## config.mk

```make
export PLATFORM = sky130hd
export DESIGN_NAME = que_scheduler
export DESIGN_NICKNAME = d
export VERILOG_FILES = /design/src/rtl/mpc_sched_pkg.sv /design/src/rtl/que_sched_wdog.sv /design/src/rtl/que_scheduler.sv
export SDC_FILE = /design/constraint.sdc
export NUM_CORES = 1
export LEC_CHECK = 0
export BUFFER_PORTS_ARGS = -buffer_cell sky130_fd_sc_hd__buf_4
export CAP_MARGIN = 20
export CORE_MARGIN = 10
export CORE_UTILIZATION = 40
export CTS_CLUSTER_DIAMETER = 40
export DETAILED_ROUTE_END_ITERATION = 10
export PLACE_DENSITY = 0.95
export RECOVER_POWER = 50
export SLEW_MARGIN = 20
export SYNTH_ARGS = -nofsm -noshare
export SYNTH_HDL_FRONTEND = slang
export SYNTH_HIERARCHICAL = 1
export SYNTH_SLANG_ARGS = --single-unit
```

## constraint.sdc

```tcl
create_clock -name i_clk -period 4.02 [get_ports i_clk]
set_input_delay 0.804 -clock i_clk [delete_from_list [all_inputs] [get_ports i_clk]]
set_output_delay 0.804 -clock i_clk [all_outputs]
set_load 0.02 [all_outputs]
```

## src/rtl/mpc_sched_pkg.sv

```systemverilog
//------------------------------------------------------------------------------
// Module : mpc_sched_pkg
// Brief  : Shared widths and state encoding for the output-path scheduler.
// Rev    : 1.0  initial release
//------------------------------------------------------------------------------
`default_nettype none

package mpc_sched_pkg;

    localparam int PORTNUM_DEF = 16;
    localparam int PRIOR_DEF   = 8;
    localparam int PORT_W      = $clog2(PORTNUM_DEF);
    localparam int PRIO_W      = $clog2(PRIOR_DEF);

    typedef enum logic [2:0] {
        IDLE     = 3'd0,
        SNAP     = 3'd1,
        WAIT_ARB = 3'd2,
        RD_REQ   = 3'd3,
        RD_WAIT  = 3'd4,
        CLR      = 3'd5
    } sched_state_t;

endpackage

`default_nettype wire

```

## src/rtl/que_sched_wdog.sv

```systemverilog
//------------------------------------------------------------------------------
// Module : que_sched_wdog
// Brief  : Saturating per-read watchdog; expiry ties off when TIMEOUT is 0.
// Rev    : 1.0  initial release
//------------------------------------------------------------------------------
`default_nettype none

module que_sched_wdog #(
    parameter int TIMEOUT = 1024
) (
    input  logic i_clk,
    input  logic i_rst_n,
    input  logic i_clr,
    input  logic i_en,
    output logic o_expired
);

    localparam int c_cnt_w = (TIMEOUT > 0) ? $clog2(TIMEOUT + 1) : 1;

    generate
        if (TIMEOUT > 0) begin : g_wdog
            logic [c_cnt_w-1:0] r_cnt;

            // Holds at TIMEOUT so a stalled read can never wrap back to zero.
            always_ff @(posedge i_clk or negedge i_rst_n) begin
                if (!i_rst_n) begin
                    r_cnt <= '0;
                end else if (i_clr) begin
                    r_cnt <= '0;
                end else if (i_en && (r_cnt != c_cnt_w'(TIMEOUT))) begin
                    r_cnt <= r_cnt + 1'b1;
                end
            end

            assign o_expired = i_en && (r_cnt == c_cnt_w'(TIMEOUT - 1));
        end else begin : g_no_wdog
            logic w_unused;
            assign w_unused  = ^{i_clk, i_rst_n, i_clr, i_en};
            assign o_expired = 1'b0;
        end
    endgenerate

endmodule

`default_nettype wire

```

## src/rtl/que_scheduler.sv

```systemverilog
//------------------------------------------------------------------------------
// Module : que_scheduler
// Brief  : Sequences arbitrator snapshot/grant/clear around packet-read handshakes.
// Rev    : 1.0  initial release
//------------------------------------------------------------------------------
`default_nettype none

module que_scheduler
    import mpc_sched_pkg::*;
#(
    parameter  int PORTNUM  = 16,
    parameter  int PRIOR    = 8,
    parameter  int TIMEOUT  = 1024,
    localparam int c_port_w = $clog2(PORTNUM),
    localparam int c_prio_w = $clog2(PRIOR)
) (
    input  logic                         i_clk,
    input  logic                         i_rst_n,
    input  logic                         i_en,
    input  logic [PORTNUM-1:0]           i_que_pend,
    input  logic [c_prio_w*PORTNUM-1:0]  i_que_prior,
    output logic [PORTNUM-1:0]           o_arb_pending,
    output logic [c_prio_w*PORTNUM-1:0]  o_arb_prior,
    output logic                         o_arb_update,
    output logic [c_port_w-1:0]          o_arb_clr_port,
    output logic                         o_arb_clr_vld,
    input  logic [c_port_w-1:0]          i_arb_port,
    input  logic                         i_arb_port_vld,
    input  logic                         i_arb_empty,
    output logic                         o_rd_req,
    output logic [c_port_w-1:0]          o_rd_port,
    input  logic                         i_rd_ack,
    input  logic                         i_rd_done,
    output logic                         o_timeout,
    output logic                         o_busy
);

    sched_state_t          r_state;
    logic [c_port_w-1:0]   r_grant_port;
    logic                  r_timeout;
    logic                  w_expired;
    logic                  w_wd_clr;
    logic                  w_wd_en;

    assign w_wd_clr = (r_state == WAIT_ARB) && i_arb_port_vld;
    assign w_wd_en  = (r_state == RD_REQ) || (r_state == RD_WAIT);

    que_sched_wdog #(
        .TIMEOUT   (TIMEOUT)
    ) u_wdog (
        .i_clk     (i_clk),
        .i_rst_n   (i_rst_n),
        .i_clr     (w_wd_clr),
        .i_en      (w_wd_en),
        .o_expired (w_expired)
    );

    always_ff @(posedge i_clk or negedge i_rst_n) begin
        if (!i_rst_n) begin
            r_state      <= IDLE;
            r_grant_port <= '0;
            r_timeout    <= 1'b0;
        end else begin
            r_timeout <= 1'b0;
            case (r_state)
                IDLE: begin
                    if (i_en && (|i_que_pend)) r_state <= SNAP;
                end
                SNAP: begin
                    r_state <= WAIT_ARB;
                end
                WAIT_ARB: begin
                    if (i_arb_port_vld) begin
                        r_grant_port <= i_arb_port;
                        r_state      <= RD_REQ;
                    end else begin
                        r_state <= IDLE;
                    end
                end
                RD_REQ: begin
                    // A completion landing on the expiry cycle beats the watchdog.
                    if (i_rd_ack && i_rd_done) begin
                        r_state <= CLR;
                    end else if (w_expired && !i_rd_done) begin
                        r_timeout <= 1'b1;
                        r_state   <= CLR;
                    end else if (i_rd_ack) begin
                        r_state <= RD_WAIT;
                    end
                end
                RD_WAIT: begin
                    if (i_rd_done) begin
                        r_state <= CLR;
                    end else if (w_expired) begin
                        r_timeout <= 1'b1;
                        r_state   <= CLR;
                    end
                end
                CLR: begin
                    r_state <= i_en ? WAIT_ARB : IDLE;
                end
                default: begin
                    r_state <= IDLE;
                end
            endcase
        end
    end

    assign o_arb_pending  = i_que_pend;
    assign o_arb_prior    = i_que_prior;
    assign o_arb_update   = (r_state == SNAP);
    assign o_arb_clr_vld  = (r_state == CLR);
    assign o_arb_clr_port = r_grant_port;
    assign o_rd_req       = (r_state == RD_REQ);
    assign o_rd_port      = r_grant_port;
    assign o_timeout      = r_timeout;
    assign o_busy         = (r_state != IDLE);

    a_no_grant_when_empty: assert property (
        @(posedge i_clk) disable iff (!i_rst_n) !(i_arb_port_vld && i_arb_empty)
    );

endmodule

`default_nettype wire

```

==> results of run 1 <==
## cell usage in the layout (no fill, tap or decap), drive strengths merged, types with 3 or more instances in the layout
| cell type | instances |
|---|---|
| buf | 52 |
| dfrtp | 19 |
| nand2 | 12 |
| or4 | 7 |
| nor4 | 6 |
| a21oi | 6 |
| o21ai | 6 |
| clkbuf | 6 |
| inv | 5 |
| nand3 | 5 |
| nor2 | 4 |
| mux2 | 4 |
| nand4 | 4 |
| nand2b | 3 |
| o2111ai | 3 |
| o31ai | 3 |
| or3 | 3 |
## kinds of logic after synthesis
logic type,count (synthesis),share of synthesized area [%]
XOR/XNOR,2,1.09
AND/OR/NAND/NOR,54,20.6
buffers and inverters,77,34.2
flip-flops,19,29.5
AO/OA/AOI/OAI,25,10.3
adder cells (fa/ha/maj),2,1.55
multiplexers,4,2.79
## sequential cells by signal (all words and copies together) (netlist names)
signal	cells
o_timeout	1
r_state	3
u_wdog/g_wdog.r_cnt	11
o_arb_clr_port	4
## routing by layer
layer | global-route usage [%] | wire length, um | vias up
met5 | 0 | 0 | -
met4 | 3.50 | 45 | 0
met3 | 5.47 | 410 | 9
met2 | 15.2 | 1590 | 63
met1 | 11.1 | 1420 | 538
li1 | - | - | 542
## report_power, final
group | internal [mW] | leakage [nW] | switching [mW] | total, mW
logic | 0.213 | 0.446 | 0.238 | 0.452
registers | 0.246 | 0.249 | 0.0782 | 0.324
clock network | 0.0705 | 0.0228 | 0.0605 | 0.131
total | 0.530 | 0.718 | 0.377 | 0.907
## through the flow
stage	instances	area (um^2)	hold slack, ps	setup WS, ps	power (mW)
CTS	219	1590	408	1350	0.920
finish	219	1590	540	1350	0.907
floorplan	183	1610	508	1640	0.726
global route	219	1590	556	1040	0.978
detailed placement	215	1550	531	1370	0.786
global placement	215	1550	520	1470	0.770
## path summary, 6_finish.rpt
path | to
worst max-delay path | r_state[1]
worst min-delay path | o_arb_clr_port[1]
worst max register to register | r_state[1]
worst min register to register | o_arb_clr_port[1]
max in group asynchronous | o_timeout
min in group asynchronous | u_wdog/g_wdog.r_cnt[0]
## layout make-up
class	instances	area, um^2	area share (%)
repair buffers	54	398	25.1
multi-input cells	87	587	37.0
well taps	50	62.6	3.94
clock buffers	4	45.0	2.84
inverters	5	18.8	1.18
flip-flops and latches	19	475	30.0
## worst max-delay path, delay by kind of cell (launching register included)
family / cells / cell delay [ps]
and+or+nand+nor: 6 / 1570
AOI/OAI and AO/OA: 2 / 440
DFF: 1 / 550
==> impl_summary.log, run 1 <==
INFO  metric run_status = finished clean
INFO  metric worst-r2r-setup-slack = 1350 ps
INFO  metric timing.critical_path.required = 4160 ps
INFO  metric worst_setup_path_start_kind = register
INFO  metric clk_pin_slew_worst_setup_hold_paths = 70 ps
INFO  metric rr_worst_depth = 8
INFO  metric clock_sink_count = 19
INFO  metric cts_hold_repair.buffers = 0
INFO  metric synth_largest_area_cell = sky130_fd_sc_hd__buf_4
INFO  metric drc = 0
INFO  metric tritoncts.num_buffers = 3
INFO  metric synth_edf_count = 0
INFO  metric io_buffers = 54
INFO  metric asyncSetResetFlopFracSynth = 100%
INFO  metric critical_path.max_stage_delay = 560 ps
INFO  metric num_antenna_cells = 0
INFO  metric globalRoute.totalOverflow = 0
INFO  metric ctsLongestPathBuffers = 2
INFO  metric setup_repair_after_global_routing_missed_its_margin = no
INFO  metric report.final.slew_viol_count = 0
INFO  metric clk_latency = 260 ps
INFO  metric crit_path_top_delay_cell = sky130_fd_sc_hd__nor4_1
INFO  metric setup.worst_path.end_class = register
INFO  metric holdPathStages = 1
INFO  metric fmax = 374 MHz
INFO  metric avgRoutedWirePerCell = 15.8 um
INFO  metric synth_cells = 183
INFO  metric detailed_place_hpwl = 2780 um
INFO  metric core_area = 3940 um^2
INFO  metric timing.hold.worst.start = o_arb_clr_port[1]
INFO  metric yosysUniqueCellTypes = 37
INFO  metric die_h = 83.5 um
INFO  metric min_period_over_period = 66.5%
INFO  metric max_slew_margin = 32.7%
INFO  metric floorplan.die.width = 83.5 um
INFO  metric cells_along_the_critical_path = and2b_1 -> nand2_1 -> nand2_1 -> nand3_1 -> nor4_1 -> nor2b_1 -> o21ai_1 -> a221o_1
INFO  metric grt_start_max_net_pins = 20
INFO  metric critical_path.reg2reg.startpoint = r_state[0]
INFO  metric post_synthesis_sequential_area_ratio = 29.5%
INFO  metric netlist.area_leader.share = 31.6%
INFO  metric dieArea = 6980 um^2
INFO  metric holdCritPathClass = reg -> reg
INFO  metric firstDrtPassIters = 4
INFO  metric final_core_utilization = 40.2%
INFO  metric synthToLayoutAreaGrowth = -1.71%
INFO  metric grt_first_pass_wirelength = 5760 um
INFO  metric cts_tree = done
INFO  metric crit_path_most_repeated_cell = sky130_fd_sc_hd__nand2_1
INFO  metric worst_setup_path_startpoint = r_state[0]
INFO  metric p_leak = 0.718 nW
INFO  metric antenna_violating_nets_post_route = 0
INFO  metric finalSetupTns = 0 ps
INFO  metric synthesized_area = 1610 um^2
INFO  metric vdd_ir_drop_max = 167 uV
INFO  metric synth.yosys.warnings = 6
INFO  metric worstPathMaxFanout = 10
INFO  metric synth_flop_cell = sky130_fd_sc_hd__dfrtp_1
INFO  metric synth-seq-cells = 19
INFO  metric first_global_vias = 1148
INFO  metric rows = 23
INFO  metric detailroute.via_count = 1152
INFO  metric synth.cells.most_frequent = sky130_fd_sc_hd__buf_4, sky130_fd_sc_hd__dfrtp_1, sky130_fd_sc_hd__nand2_1
INFO  metric timing.critical_path.arrival = 2820 ps
INFO  metric power.density = 572 nW/um^2
INFO  metric fillers = 388
INFO  metric net_count_after_synthesis = 260
INFO  metric cts_repair_resize_count = 0
INFO  metric vias_per_cell = 5.26
INFO  metric setup_viol = 0
INFO  metric post_route_cells_drive_above_1_share = 37.3%
INFO  metric grt_util_all_layers = 9.81%
INFO  metric clock-skew-final = 2.81 ps
INFO  metric grt_antenna_before_repair = 0
INFO  metric routed_wire_length = 3470 um
INFO  metric floorplan.initialDensity = 40.9%
INFO  metric timing.setup.critical_path_class = reg -> reg
INFO  metric report.final.hold_viol_count = 0
INFO  metric finalNetCount = 247
INFO  metric ys_top_cells_by_area = sky130_fd_sc_hd__buf_4, sky130_fd_sc_hd__dfrtp_1, sky130_fd_sc_hd__mux2_2, sky130_fd_sc_hd__nand2_1, sky130_fd_sc_hd__or4_1
INFO  metric cts-htree-levels = 1
INFO  metric io-pin-count = 152
INFO  metric detailedRoute.firstIterationViolations = 58
INFO  metric syn_avg_cell_area = 8.82 um^2
INFO  metric postCtsSetupBuffers = 0
INFO  metric yosys.cell_count.top_type = sky130_fd_sc_hd__buf_4
INFO  metric max_cap_violations = 0
INFO  metric cts-root-buf = sky130_fd_sc_hd__clkbuf_8
INFO  metric tightestPinTransition = 1010 ps
INFO  metric final_period_minus_worst_setup_slack = 2670 ps
INFO  metric gpl.final_weighted_congestion = 0.794
(Power assumes the default switching activity.)
==> inputs of run 2 (changes only) <==
- ABC_AREA: not set -> 1
- CORE_UTILIZATION: 40 -> 34
- PLACE_DENSITY: 0.95 -> 0.85
- clock period: 4.02 -> 2.4 ns (I/O delays scaled with it)
==> run 2 against run 1 <==
  * Flip-flop and latch count is the same
  * Global-route usage shrank 1.1 points
  * Synthesized cell count grew 30%
  * Via count grew 16%
  * Sequential share of layout area shrank 2.5 points
  * First-iteration DRC count grew 55%
  * Die area grew 18%
  * Design area grew 9.1%
  * Clock power grew 69%
  * Register-to-register slack lost 800 ps
  * Wire length grew 7.0%
  * Critical path depth grew 3
  * Critical path type unchanged
  * Largest cell class unchanged
  * Highest routed layer unchanged
==> impl_summary.log, run 2 <==
INFO  metric run_status = finished clean
INFO  metric core_area = 4790 um^2 (+21%)
INFO  metric setup_repair_after_global_routing_missed_its_margin = no
INFO  metric net_count_after_synthesis = 314 (+21%)
INFO  metric min_period_over_period = 77.3% (+11 points)
INFO  metric cts_repair_resize_count = 0 (unchanged)
INFO  metric post_synth_fa_ha_maj_area_fraction = 1.46% (-0.086 points)
INFO  metric clock_sink_count = 19 (unchanged)
INFO  metric post_synthesis_sequential_area_ratio = 27.8% (-1.6 points)
INFO  metric post_route_cells_drive_above_1_share = 33.5% (-3.8 points)
INFO  metric rows = 25 (+8.7%)
INFO  metric worstPathMaxFanout = 6 (-4)
INFO  metric synth-seq-cells = 19 (unchanged)
INFO  metric tightestPinTransition = 1040 ps (+34.0 ps)
INFO  metric grt_util_all_layers = 8.66% (-1.1 points)
INFO  metric finalNetCount = 305 (+23%)
INFO  metric asyncSetResetFlopFracSynth = 100% (unchanged)
INFO  metric finalSetupTns = 0 ps (unchanged)
INFO  metric yosys.cell_count.top_type = sky130_fd_sc_hd__buf_4
INFO  metric clock-skew-final = 1.67 ps (-1.15 ps)
INFO  metric synth.yosys.warnings = 6 (unchanged)
INFO  metric simple_gate_share_of_the_synthesized_area = 32.2% (+12 points)
INFO  metric cts_tree = done
INFO  metric firstDrtPassIters = 4 (unchanged)
INFO  metric num_antenna_cells = 0 (unchanged)
INFO  metric worst_setup_path_start_kind = register
INFO  metric yosys.area_share.xor_xnor = 2.05% (+0.96 points)
INFO  metric layout.cells.most_common = sky130_fd_sc_hd__nand2_1
INFO  metric ys_top_cells_by_area = sky130_fd_sc_hd__buf_4, sky130_fd_sc_hd__dfrtp_1, sky130_fd_sc_hd__nand2_1, sky130_fd_sc_hd__nand3_1, sky130_fd_sc_hd__nor2_1
INFO  metric wl_met2 = 1630 um (+2.3%)
INFO  metric synthToLayoutAreaGrowth = 1.24%
INFO  metric report.final.hold_viol_count = 0 (unchanged)
INFO  metric dr_wl_met3 = 419 um (+2.2%)
INFO  metric dpl-instance-area = 1690 um^2 (+9.0%)
INFO  metric fmax = 539 MHz (+44%)
INFO  metric gpl.final_weighted_congestion = 0.844 (+6.2%)
INFO  metric synth_cells = 237 (+30%)
INFO  metric synth_edf_count = 0 (unchanged)
INFO  metric first_global_vias = 1262 (+9.9%)
INFO  metric vdd_ir_drop_max = 293 uV (+75%)
INFO  metric timing.critical_path.arrival = 2050 ps (-770 ps)
INFO  metric highest-signal-layer = met4
INFO  metric grt_first_pass_wirelength = 6110 um (+6.1%)
INFO  metric main_combinational_cell_family_by_area_after_synthesis = buffers and inverters
INFO  metric clk_pin_slew_worst_setup_hold_paths = 70 ps (about the same)
INFO  metric floorplan.die.width = 90.9 um (+8.8%)
INFO  metric synthMuxAreaShare = 0% (-2.8 points)
INFO  metric grt_start_max_net_pins = 20 (unchanged)
INFO  metric grt_antenna_before_repair = 0 (unchanged)
INFO  metric ctsLongestPathBuffers = 2 (unchanged)
INFO  metric syn_avg_cell_area = 7.21 um^2 (-18%)
INFO  metric wirelength_met1 = 1630 um (+14%)
INFO  metric p_leak = 0.927 nW (+29%)
INFO  metric postLayoutSetupSlackWorst = 545 ps (-800 ps)
INFO  metric clk_latency = 260 ps (about the same)
INFO  metric postCtsSetupBuffers = 0 (unchanged)
INFO  metric max_cap_violations = 0 (unchanged)
INFO  metric timing.setup.critical_path_class = reg -> reg
INFO  metric dp_worst_setup_slack = 529 ps (-840 ps)
INFO  metric holdCritPathClass = in -> async
INFO  metric rr_worst_depth = 11 (+3)
INFO  metric yosysUniqueCellTypes = 23 (-38%)
INFO  metric setup.worst_path.end_class = register
INFO  metric floorplan.initialDensity = 35.7% (-5.2 points)
INFO  metric antenna_violating_nets_post_route = 0 (unchanged)
INFO  metric layout.cells.most_common_list = sky130_fd_sc_hd__nand2_1, sky130_fd_sc_hd__buf_4, sky130_fd_sc_hd__nor2_1
INFO  metric io_buffers = 54 (unchanged)
INFO  metric avgRoutedWirePerCell = 12.6 um (-20%)
INFO  metric synth_flop_cell = sky130_fd_sc_hd__dfrtp_1
INFO  metric synth_largest_area_cell = sky130_fd_sc_hd__buf_4
INFO  metric drc = 0 (unchanged)
INFO  metric vias_per_cell = 4.53 (-14%)
INFO  metric final_period_minus_worst_setup_slack = 1860 ps (-820 ps)
INFO  metric detailed_place_hpwl = 3000 um (+7.7%)
INFO  metric synth_compound_area_share = 2.20% (-8.1 points)
INFO  metric largest_register_ff_count = 11 (unchanged)
INFO  metric layout.cell_area.non_filler = 1730 um^2 (+9.1%)
INFO  metric io-pin-count = 152 (unchanged)
INFO  metric tritoncts.num_buffers = 3 (unchanged)
INFO  metric die_h = 90.9 um (+8.8%)
INFO  metric netlist.area_leader.share = 29.9% (-1.8 points)
INFO  metric synthesized_area = 1710 um^2 (+5.9%)
INFO  metric detailedRoute.firstIterationViolations = 90 (+55%)
INFO  metric power.density = 867 nW/um^2 (+52%)
INFO  metric timing.critical_path.required = 2600 ps (-1560 ps)
INFO  metric max_slew_margin = 30.5% (-2.3 points)
INFO  metric largest-register = u_wdog/g_wdog.r_cnt
INFO  metric setup_viol = 0 (unchanged)
INFO  metric synth.cells.most_frequent = sky130_fd_sc_hd__buf_4, sky130_fd_sc_hd__nand2_1, sky130_fd_sc_hd__nor2_1
INFO  metric dieArea = 8260 um^2 (+18%)
INFO  metric report.final.slew_viol_count = 0 (unchanged)
INFO  metric cts_hold_repair.buffers = 0 (unchanged)
INFO  metric routed_wire_length = 3710 um (+7.0%)
INFO  metric cts-root-buf = sky130_fd_sc_hd__clkbuf_8
INFO  metric cts-htree-levels = 1 (unchanged)
INFO  metric globalRoute.totalOverflow = 0 (unchanged)
INFO  metric detailroute.via_count = 1333 (+16%)
## run 2: metrics by stage
stage / util (%) / instances / total power, mW / hold slack [ps]
6_report: 36.2 / 294 / 1.50 / 382
5_1_grt: 36.2 / 294 / 1.63 / 411
2_1_floorplan: - / 237 / 1.16 / 184
4_1_cts: 36.2 / 294 / 1.52 / 86.7
3_5_place_dp: 35.3 / 290 / 1.29 / 371
3_3_place_gp: 35.3 / 290 / 1.27 / 367
## run 2: routing by layer
layer,GRT usage [%],vias to the layer above
met3,4.16,7
li1,-,652
met2,13.3,60
met1,10.3,614
met4,2.87,0
met5,0,-
## run 2: worst max-delay path, cell delays in order (launching register included)
cell                      delay, ps
sky130_fd_sc_hd__dfrtp_1        410
sky130_fd_sc_hd__ha_1           210
sky130_fd_sc_hd__nand3_1        130
sky130_fd_sc_hd__nor2_2         230
sky130_fd_sc_hd__nand2_2         80
sky130_fd_sc_hd__nor3_1         230
sky130_fd_sc_hd__nand2_1        120
sky130_fd_sc_hd__nand2_1         80
sky130_fd_sc_hd__nor2_2          40
sky130_fd_sc_hd__nor2_2         120
sky130_fd_sc_hd__nand3_1         80
sky130_fd_sc_hd__nand2_1         60
## run 2: layout make-up
type	instances	area (um^2)
Clock buffer	3	41.3
Clock inverter	1	5.00
Fill cell	500	3060
Inverter	20	75.1
Multi-Input combinational cell	130	648
Sequential cell	19	475
Tap cell	67	83.8
Timing Repair Buffer	54	402
## run 2: report_power, final
| part | total, mW | leakage (nW) | switching (mW) | internal (mW) |
|---|---|---|---|---|
| clock | 0.222 | 0.0255 | 0.106 | 0.115 |
| sequential | 0.505 | 0.253 | 0.0991 | 0.405 |
| combinational | 0.774 | 0.649 | 0.476 | 0.298 |
## run 2: worst paths after layout
| check | from | endpoint | slack [ps] |
|---|---|---|---|
| worst min-delay path | i_rst_n | u_wdog/g_wdog.r_cnt[7] | 380 |
| worst min register to register | o_arb_clr_port[0] | o_arb_clr_port[0] | 520 |
| worst max-delay path | u_wdog/g_wdog.r_cnt[0] | r_state[2] | 540 |
| max in group asynchronous | i_rst_n | o_arb_clr_port[3] | 1390 |
| worst max register to register | u_wdog/g_wdog.r_cnt[0] | r_state[2] | 540 |
| min in group i_clk | i_arb_port[0] | o_arb_clr_port[0] | 410 |
## run 2: cells by family after synthesis
family,count (synthesis)
buf+inv,88
simple gates,118
flops,19
compound gates,6
xor+xnor,4
fa+ha+maj,2
==> inputs of run 3 (changes only) <==
- clock period: 2.4 -> 1.6 ns (I/O delays scaled with it)
==> run 3 against run 2 <==
  * Worst setup slack got worse by 540 ps
  * Register-to-register slack worse by 540 ps
  * Sequential power is 47% higher
  * Count of clock-buffer cells in the layout stayed put
  * Flip-flop and latch count did not move
  * Cell count grew 7.5%
  * Die area unchanged
  * Critical path depth fell by 1
  * Fmax up 16%
  * Clock skew about the same
  * Largest power group unchanged
==> impl_summary.log, run 3 (synthesized netlist as in run 2, its figures left out) <==
INFO  metric min_period_over_period = 99.9% (+23 points)
INFO  metric endpoint = r_state[0]
INFO  metric p_seq_share = 26.8% (-6.8 points)
INFO  metric grt_antenna_before_repair = 0 (unchanged)
INFO  metric clock_power_share = 12.5% (-2.3 points)
INFO  metric post_route_cells_drive_above_1_share = 47.0% (+14 points)
INFO  metric firstDrtPassIters = 4 (unchanged)
INFO  metric p_leak = 1.06 nW (+14%)
INFO  metric setup_repair_after_global_routing_missed_its_margin = yes
INFO  metric io_buffers = 54 (unchanged)
INFO  metric grt_first_pass_wirelength = 6760 um (+11%)
INFO  metric setup.worst_path.end_class = register
INFO  metric register_area = 477 um^2 (+0.26%)
INFO  metric timing.setup.critical_path_class = reg -> reg
INFO  metric rows = 25 (unchanged)
INFO  metric rr_worst_depth = 10 (-1)
INFO  metric grt_util_all_layers = 9.55% (+0.88 points)
INFO  metric detailedRoute.firstIterationViolations = 110 (+22%)
INFO  metric power.share.combinational = 60.7% (+9.1 points)
INFO  metric clk_latency = 260 ps (about the same)
INFO  metric first_global_vias = 1422 (+13%)
INFO  metric core_area = 4790 um^2 (unchanged)
INFO  metric p_int = 1.51 mW (+84%)
INFO  metric grt_start_max_net_pins = 20 (unchanged)
INFO  metric cts-htree-levels = 1 (unchanged)
INFO  metric ctsLongestPathBuffers = 2 (unchanged)
INFO  metric dieArea = 8260 um^2 (unchanged)
INFO  metric final.hold.worst_slack = 247 ps (-135 ps)
INFO  metric timing.critical_path.required = 1750 ps (-850 ps)
INFO  metric vias_per_cell = 4.62 (+2.0%)
INFO  metric detailed_place_hpwl = 3400 um (+13%)
INFO  metric synthToLayoutAreaGrowth = 19.9%
INFO  metric switching_power = 1.26 mW (+85%)
INFO  metric swShare = 45.6% (+0.14 points)
INFO  metric vdd_ir_drop_max = 542 uV (+85%)
INFO  metric floorplan.initialDensity = 35.7% (unchanged)
INFO  metric final_period_minus_worst_setup_slack = 1600 ps (-257 ps)
INFO  metric power.density = 1350 nW/um^2 (+56%)
INFO  metric largest-register = u_wdog/g_wdog.r_cnt
INFO  metric worstPathMaxFanout = 3 (-3)
INFO  metric multi_input_logic_area = 778 um^2 (+20%)
INFO  metric tightestPinTransition = 502 ps (-541 ps)
INFO  metric fillers = 457 (-8.6%)
INFO  metric clk_pin_slew_worst_setup_hold_paths = 80 ps (about the same)
INFO  metric antenna_violating_nets_post_route = 0 (unchanged)
INFO  metric clock_sink_count = 19 (unchanged)
INFO  metric holdCritPathClass = in -> reg
INFO  metric gpl.final_weighted_congestion = 0.819 (-3.0%)
INFO  metric clock-skew-final = 1.23 ps (-0.432 ps)
INFO  metric io-pin-count = 152 (unchanged)
INFO  metric worst_setup_path_start_kind = register
INFO  metric fmax = 626 MHz (+16%)
INFO  metric setup_viol = 0 (unchanged)
INFO  metric max_slew_margin = 66.5% (+36 points)
INFO  metric final_core_utilization = 42.8% (+6.7 points)
INFO  metric largest_register_ff_count = 11 (unchanged)
INFO  metric tritoncts.num_buffers = 3 (unchanged)
INFO  metric worst-r2r-setup-slack = 2 ps (-540 ps)
INFO  metric layout.cells.most_common_list = sky130_fd_sc_hd__buf_4, sky130_fd_sc_hd__nand2_1, sky130_fd_sc_hd__nor2_1
INFO  metric reg2reg_to = r_state[0]
INFO  metric layout.cells.most_common = sky130_fd_sc_hd__buf_4
INFO  metric cts-root-buf = sky130_fd_sc_hd__clkbuf_8
INFO  metric run_status = finished clean
INFO  metric avgRoutedWirePerCell = 14.3 um (+14%)
INFO  metric drc = 0 (unchanged)
INFO  metric num_antenna_cells = 0 (unchanged)
INFO  metric routed_wire_length = 4530 um (+22%)
INFO  metric die_h = 90.9 um (unchanged)
INFO  metric floorplan.die.width = 90.9 um (unchanged)
INFO  metric max_cap_violations = 0 (unchanged)
INFO  metric timing.critical_path.arrival = 1750 ps (-300 ps)
INFO  metric worst_setup_path_startpoint = r_state[0]
INFO  metric cts_tree = done
INFO  metric critical_path.reg2reg.startpoint = r_state[0]
INFO  metric globalRoute.totalOverflow = 0 (unchanged)
INFO  metric finalNetCount = 327 (+7.2%)
INFO  metric report.power.total = 2.77 mW (+85%)
INFO  metric report.final.slew_viol_count = 0 (unchanged)
INFO  metric report.final.hold_viol_count = 0 (unchanged)
INFO  metric detailroute.via_count = 1461 (+9.6%)
run 3: cell types whose count changed in the layout (fill, tap and decap cells not counted), moves of 4 or more:
cell	delta
sky130_fd_sc_hd__buf_4	+16
sky130_fd_sc_hd__nand3_1	-5
sky130_fd_sc_hd__nor2_4	+5
sky130_fd_sc_hd__inv_1	-4
sky130_fd_sc_hd__nand2_1	-4
sky130_fd_sc_hd__nand2_2	+4
sky130_fd_sc_hd__nand3_2	+4
run 3: final cells by class:
| cell class | count | share of cell area [%] |
|---|---|---|
| tap | 67 | 4.09 |
| sequential | 19 | 23.3 |
| multi-input combinational | 131 | 38.0 |
| inverter | 20 | 3.79 |
| clock inverter | 1 | 0.244 |
| timing repair buffer | 75 | 28.6 |
| clock buffer | 3 | 2.01 |
run 3: critical path: stages, from the launching register on:
cell and delay (ps):
sky130_fd_sc_hd__dfrtp_1 420, sky130_fd_sc_hd__buf_4 150, sky130_fd_sc_hd__nand3_2 70, sky130_fd_sc_hd__nand2_1 100, sky130_fd_sc_hd__inv_2 130, sky130_fd_sc_hd__nor3_4 50
sky130_fd_sc_hd__buf_4 140, sky130_fd_sc_hd__nor3_2 250, sky130_fd_sc_hd__nor2_4 80, sky130_fd_sc_hd__nand3_2 70, sky130_fd_sc_hd__nand2_1 50
run 3: worst min path at each step:
stage / end / depth (start not counted) / start / slack, ps
2_1_floorplan: o_arb_clr_port[0] / 0 / i_rst_n / 20
3_3_place_gp: u_wdog/g_wdog.r_cnt[9] / 1 / i_rst_n / 210
3_5_place_dp: u_wdog/g_wdog.r_cnt[9] / 1 / i_rst_n / 210
4_1_cts: o_arb_clr_port[0] / 3 / i_arb_port[0] / 240
5_1_grt: o_arb_clr_port[3] / 3 / i_arb_port[3] / 250
6_report: o_arb_clr_port[3] / 3 / i_arb_port[3] / 250
run 3: stage by stage:
stage	worst slack, ps	cell area [um^2]	TNS (ps)	cells
3_3_place_gp	40.9	1800	0	303
4_1_cts	2.78	1870	0	309
3_5_place_dp	-36.9	1800	-72.5	303
2_1_floorplan	19.6	1720	0	237
6_report	2.38	2050	0	316
5_1_grt	-92.7	2050	-324	316
run 3: per-layer routing:
metal | vias up | part of all wire (%) | wire [um] | track usage [%]
li1 | 698 | - | - | -
met1 | 671 | 42 | 1880 | 10.6
met2 | 82 | 47 | 2140 | 16.4
met3 | 10 | 10 | 474 | 4.99
met4 | 0 | 0.86 | 39 | 0.914
met5 | - | 0 | 0 | 0
run 3: repair_timing:
action | 4_1_cts | 5_1_grt
pin swaps | 1 | 15
resized for setup | 3 | 29
setup buffers | 1 | 6
cloned | 0 | 1
hold endpoints to repair | 19 | 0
hold buffers | 1 | 0
endpoints found under the setup margin | 4 | 18
run 3: power by group through the flow:
| stage | sequential (mW) | combinational [mW] | clock (mW) |
|---|---|---|---|
| floorplan | 0.791 | 0.948 | 0 |
| global placement | 0.710 | 1.32 | 0 |
| detailed placement | 0.717 | 1.36 | 0 |
| CTS | 0.714 | 1.38 | 0.358 |
| global route | 0.755 | 1.82 | 0.379 |
| finish | 0.741 | 1.68 | 0.347 |
